==> src/rtl/clkdiv_multi.sv <==
// -----------------------------------------------------------------------------
// clkdiv_multi
//   Multi-channel, runtime-programmable clock divider. Every channel divides the
//   single system clock by its own ratio d and produces a registered square wave
//   (low for floor(d/2) cycles, high for ceil(d/2) cycles) and a one-cycle tick
//   in the last cycle of each period. A new ratio is held in a shadow register
//   and only takes over at a period boundary, so no period is ever shortened.
//
//   d = 0 : channel disabled (tick 0, clk_out 0, counter parked at 0)
//   d = 1 : tick every cycle, clk_out held 0
//   d >= 2: counter runs 0..d-1
//
// Ports
//   clk        system clock (only clock)
//   rst_n      asynchronous active-low reset
//   cfg_valid  ratio-write request
//   cfg_ready  addressed channel can take a new ratio (no update pending);
//              always 1 for an out-of-range cfg_ch (the write is dropped)
//   cfg_ch     target channel index
//   cfg_div    new divide ratio
//   sync_i     phase-align all channels (only with CLKDIV_SYNC_EN)
//   tick       per-channel one-cycle enable
//   clk_out    per-channel registered divided clock
//
// Build option
//   CLKDIV_SYNC_EN  when defined, sync_i restarts every channel at count 0 and
//                   applies any pending ratio at once; otherwise sync_i is
//                   ignored.
// -----------------------------------------------------------------------------
module clkdiv_multi #(
  parameter int  CHANNELS  = 4,
  parameter int  DIV_W     = 16,
  parameter int  RESET_DIV = 2,
  localparam int CH_W      = (CHANNELS > 1) ? $clog2(CHANNELS) : 1
) (
  input  logic                clk,
  input  logic                rst_n,
  input  logic                cfg_valid,
  output logic                cfg_ready,
  input  logic [CH_W-1:0]     cfg_ch,
  input  logic [DIV_W-1:0]    cfg_div,
  input  logic                sync_i,
  output logic [CHANNELS-1:0] tick,
  output logic [CHANNELS-1:0] clk_out
);

  localparam logic [DIV_W-1:0] RST_DIV = DIV_W'(RESET_DIV);
  localparam logic [DIV_W-1:0] ONE     = DIV_W'(1);

  // Count at which the square wave goes high (floor division, so odd ratios
  // give the extra cycle to the high phase).
  function automatic logic [DIV_W-1:0] half_ratio(input logic [DIV_W-1:0] d);
    return d >> 1;
  endfunction

  logic [CHANNELS-1:0] pend_vec;
  logic [CHANNELS-1:0] wr_vec;
  logic                sync_en;

`ifdef CLKDIV_SYNC_EN
  assign sync_en = sync_i;
`else
  assign sync_en = 1'b0;
  logic unused_sync;
  assign unused_sync = sync_i;
`endif

  // Out-of-range channel indices match no channel, leaving ready at 1 and the
  // write enable at 0.
  always_comb begin
    cfg_ready = 1'b1;
    wr_vec    = '0;
    for (int i = 0; i < CHANNELS; i++) begin
      if (cfg_ch == CH_W'(i)) cfg_ready = !pend_vec[i];
    end
    for (int i = 0; i < CHANNELS; i++) begin
      wr_vec[i] = cfg_valid && cfg_ready && (cfg_ch == CH_W'(i));
    end
  end

  for (genvar g = 0; g < CHANNELS; g++) begin : g_ch
    logic [DIV_W-1:0] cnt;
    logic [DIV_W-1:0] active;
    logic [DIV_W-1:0] shadow;
    logic [DIV_W-1:0] cnt_nxt;
    logic             pend;
    logic             clk_q;
    logic             at_last;
    logic             wrap;
    logic             clk_nxt;

    // at_last doubles as the tick: it decodes registered state only.
    // Ratios 0 and 1 are "always at wrap" so a pending update lands on the
    // very next edge.
    always_comb begin
      at_last = (active != '0) && (cnt == active - ONE);
      wrap    = (active <= ONE) || at_last;
      cnt_nxt = wrap ? '0 : cnt + ONE;
      clk_nxt = (active > ONE) && (cnt_nxt >= half_ratio(active));
    end

    always_ff @(posedge clk or negedge rst_n) begin
      if (!rst_n) begin
        cnt    <= '0;
        active <= RST_DIV;
        shadow <= RST_DIV;
        pend   <= 1'b0;
        clk_q  <= 1'b0;
      end else begin
        if (sync_en) begin
          cnt   <= '0;
          clk_q <= 1'b0;
          if (pend) begin
            active <= shadow;
            pend   <= 1'b0;
          end
        end else if (pend && wrap) begin
          // Apply at the boundary; the new period starts from count 0, which
          // is always in the low phase.
          active <= shadow;
          cnt    <= '0;
          clk_q  <= 1'b0;
          pend   <= 1'b0;
        end else begin
          cnt   <= cnt_nxt;
          clk_q <= clk_nxt;
        end
        // A transfer only happens while pend is clear, so it never collides
        // with an apply; placed last so it wins over a same-edge sync.
        if (wr_vec[g]) begin
          shadow <= cfg_div;
          pend   <= 1'b1;
        end
      end
    end

    assign tick[g]     = at_last;
    assign clk_out[g]  = clk_q;
    assign pend_vec[g] = pend;
  end

endmodule

==> config.mk <==
export PLATFORM = sky130hd
export DESIGN_NAME = clkdiv_multi
export DESIGN_NICKNAME = d
export VERILOG_FILES = /design/src/rtl/clkdiv_multi.sv
export SDC_FILE = /design/constraint.sdc
export NUM_CORES = 1
export LEC_CHECK = 0
export ABC_AREA = 1
export CAP_MARGIN = 20
export CORE_ASPECT_RATIO = 1.2
export CORE_MARGIN = 4
export CORE_UTILIZATION = 40
export CTS_BUF_LIST = sky130_fd_sc_hd__clkbuf_2 sky130_fd_sc_hd__clkbuf_4 sky130_fd_sc_hd__clkbuf_8
export DETAILED_ROUTE_END_ITERATION = 10
export GPL_ROUTABILITY_DRIVEN = 0
export PLACE_DENSITY = 0.6
export SYNTH_ARGS = -nofsm -noshare
export SYNTH_HDL_FRONTEND = slang
export SYNTH_SLANG_ARGS = --single-unit
==> constraint.sdc <==
create_clock -name clk -period 7.68 [get_ports clk]
set_input_delay 1.536 -clock clk [delete_from_list [all_inputs] [get_ports clk]]
set_output_delay 1.536 -clock clk [all_outputs]
set_load 0.1 [all_outputs]
==> metrics <==
run status finished, final reports clean; area share of the largest cell type after synthesis between 30% and 40%; number of setup buffers added after CTS 0; Post-synth ARST share 100%; cell count after synthesis between 1500 and 2000; Worst Clk Skew around 0.018 ns; number of buffers added by the clock tree synthesis step 17; Routed WL per cell 14.1 um; remaining global-route overflow 0; RSZ-0062 raised after global routing no; overall routing resource usage between 10% and 20%; input/output buffers 29; most common flop cell mapped by yosys sky130_fd_sc_hd__dfrtp_1; overall die area between 30000 and 40000 um2; effective utilization at floorplan 40.5%; post-layout worst setup margin approximately 2.5 ns; Pwr Density around 380 nW/um2; Detail Placement HPWL 24100 um; Worst Setup Start Kind flip-flop; total number of vias 11086; number of nets in the synthesized netlist 1899; endpoint class of the critical path primary output; remaining max-slew budget at the tightest pin approximately a third; number of endpoints failing setup at the final stage 0; setup TNS 0 ns; fraction of final layout cells sized beyond drive strength 1 roughly 6.3%; I/O Pins 31; TritonCTS clock tree built; final period utilization approximately two thirds; Unique masters post-synth 46; die span in y 206 um; area added between synthesis and finish 7.93%; number of max-slew violations in the final report 0; antenna viol nets, final 0; most instantiated cells after synthesis sky130_fd_sc_hd__nand2_1 (497), sky130_fd_sc_hd__nor2_1 (249), sky130_fd_sc_hd__inv_1 (233); row cnt 72; maximum vdd ir drop 0.000152 V; met3 demand-to-capacity share in global routing 2.52%; Synth warnings 0; top achievable clock speed roughly 190 MHz; final WL ~31000 um; cell count of the worst reg-to-reg path 29; most instantiated library cell after synthesis sky130_fd_sc_hd__nand2_1; number of enable-type register cells in the synthesized netlist 0; FF+latch count, synth 200; number of global-route vias before repair about 11000; post-placement setup slack 2.53 ns; DRC Markers 0; maximum number of pins on one net before global-route repair 113; Worst Tran Pin Value around 0.99 ns; cell type with the largest total area after synthesis sky130_fd_sc_hd__dfrtp_1; maximum net fanout on the critical path 6; post-synthesis instance area 13100 um2; endpoints failing hold 0; Critical Path AT 3.69 ns; worst-skew pair later-pin latency ~0.5 ns; CTS sink cnt 200; vias per inst between 4 and 5; met1 layer usage reported by global route between 20% and 30%; number of maximum-capacitance constraint violations 0; H-tree depth 4; Crit path required time between 6 and 7 ns; first-pass GRT wire length between 50000 and 60000 um; number of iterations in the first detailed-routing pass 5; Resized cells post-CTS 0; number of nets at the end of the flow about 1900; Critical Setup Path Class flip-flop to primary output; clock-pin slew on the worst setup and hold paths 0.12 ns; post-layout min period 5.22 ns; GRT Max-Usage Layer met2; worst hold stages 2; synthesized area divided by synthesized cell count ~7.2 um2; sequential area share after synthesis a little under two fifths; class of the worst hold path flip-flop to flip-flop; maximum clock path buffer count 2; Core ar. ~32000 um2; total of hold buffers inserted after clock tree synthesis 0; synth top area cells sky130_fd_sc_hd__dfrtp_1 (37%), sky130_fd_sc_hd__nand2_1 (14%), sky130_fd_sc_hd__nor2_1 (7.1%); Horiz. Die Dim 173 um; global routing met2 resource utilization ~32%; root buffer cell sky130_fd_sc_hd__clkbuf_8; number of antenna violations at the first check in global routing 1; Static Leak between 7 and 8 nW; drt first-iter violations 582
==> stage by stage <==
step	instances	instance area (um2)	utilization (%)	power (W)	hold WS, ns
global placement	2202	13600	42.3	0.00451	0.463
global route	2236	14100	43.8	0.00589	0.511
floorplan	1805	13100	-	0.00393	0.452
finish	2237	14100	43.8	0.00530	0.483
CTS	2235	14100	43.7	0.00534	0.489
detailed placement	2203	13700	42.3	0.00459	0.472
==> registers in the layout, indices dropped and copies added (netlist names) <==
signal / cells
g_ch.cnt: 64
g_ch.shadow: 64
g_ch.clk_q: 4
g_ch.active: 64
g_ch.pend: 4
==> final cells by class <==
cell class              instances  area [um2]
well taps                     407         509
multi-input cells            1328        6900
diodes                          1        2.50
clock buffers                  18         248
flip-flops and latches        200        5010
repair buffers                 35         379
clock inverters                14         178
inverters                     234         878
fillers                      3343       18100
==> path summary, 6_finish.rpt <==
kind,startpoint,end,slack (ns)
min reg2reg,g_ch[0].active[1],g_ch[0].active[1],0.48
max in group asynchronous,rst_n,g_ch[2].cnt[6],5.24
max,g_ch[2].active[0],tick[2],2.46
min,g_ch[0].active[1],g_ch[0].active[1],0.48
min in group asynchronous,rst_n,g_ch[0].cnt[10],1.11
max reg2reg,g_ch[0].active[1],g_ch[0].clk_q,3.66
==> where the power goes <==
part,leakage (nW),total [W],switching [W],internal (W)
registers,2.54,0.00186,0.000396,0.00147
clock network,0.212,0.000733,0.000445,0.000288
logic,4.67,0.00270,0.00169,0.00101
==> layout by cell type (no fill, tap or decap), types with 3 or more instances in the layout <==
cell,n
sky130_fd_sc_hd__nand3_2,3
sky130_fd_sc_hd__inv_1,233
sky130_fd_sc_hd__nor2_4,5
sky130_fd_sc_hd__clkbuf_8,19
sky130_fd_sc_hd__nor3b_1,14
sky130_fd_sc_hd__ha_1,72
sky130_fd_sc_hd__dfrtp_1,192
sky130_fd_sc_hd__nand2_2,5
sky130_fd_sc_hd__buf_4,4
sky130_fd_sc_hd__xnor2_1,26
sky130_fd_sc_hd__or2_2,8
sky130_fd_sc_hd__a211oi_1,6
sky130_fd_sc_hd__nor2_1,249
sky130_fd_sc_hd__nor4_1,4
sky130_fd_sc_hd__a21oi_1,71
sky130_fd_sc_hd__nand4_1,17
sky130_fd_sc_hd__clkinv_8,3
sky130_fd_sc_hd__o21ai_2,14
sky130_fd_sc_hd__nor3_1,41
sky130_fd_sc_hd__nor2_2,19
sky130_fd_sc_hd__nand2_1,497
sky130_fd_sc_hd__inv_8,5
sky130_fd_sc_hd__nand3b_1,17
sky130_fd_sc_hd__dfstp_2,8
sky130_fd_sc_hd__inv_6,3
sky130_fd_sc_hd__and3_1,4
sky130_fd_sc_hd__xor2_1,47
sky130_fd_sc_hd__nand3_1,96
sky130_fd_sc_hd__o21ai_0,87
sky130_fd_sc_hd__clkdlybuf4s50_1,28
sky130_fd_sc_hd__nand2_4,6
==> worst max-delay path, cell delays in order (launching register included) <==
cell and delay [ns]:
sky130_fd_sc_hd__dfrtp_1 0.43, sky130_fd_sc_hd__inv_1 0.11, sky130_fd_sc_hd__ha_1 0.24, sky130_fd_sc_hd__nand2_2 0.14, sky130_fd_sc_hd__nor2_1 0.26, sky130_fd_sc_hd__nand2_1 0.10
sky130_fd_sc_hd__nand2_1 0.06, sky130_fd_sc_hd__nand2_1 0.07, sky130_fd_sc_hd__or3b_2 0.43, sky130_fd_sc_hd__nand3b_1 0.16, sky130_fd_sc_hd__inv_1 0.06, sky130_fd_sc_hd__clkdlybuf4s50_1 1.13
==> cell families after synthesis <==
logic type                 synth area share (%)
and+or+nand+nor                            32.9
buffers and inverters                      8.85
DFF                                        38.4
AOI/OAI and AO/OA                          8.07
xor gates and xnor gates                   4.89
adders and majority gates                  6.89
==> metal layers <==
| metal | wire [um] | up-vias |
|---|---|---|
| li1 | - | 5723 |
| met1 | 14300 | 5178 |
| met2 | 15700 | 150 |
| met3 | 1040 | 35 |
| met4 | 510 | 0 |
| met5 | 0 | - |
(Power assumes the default switching activity.)
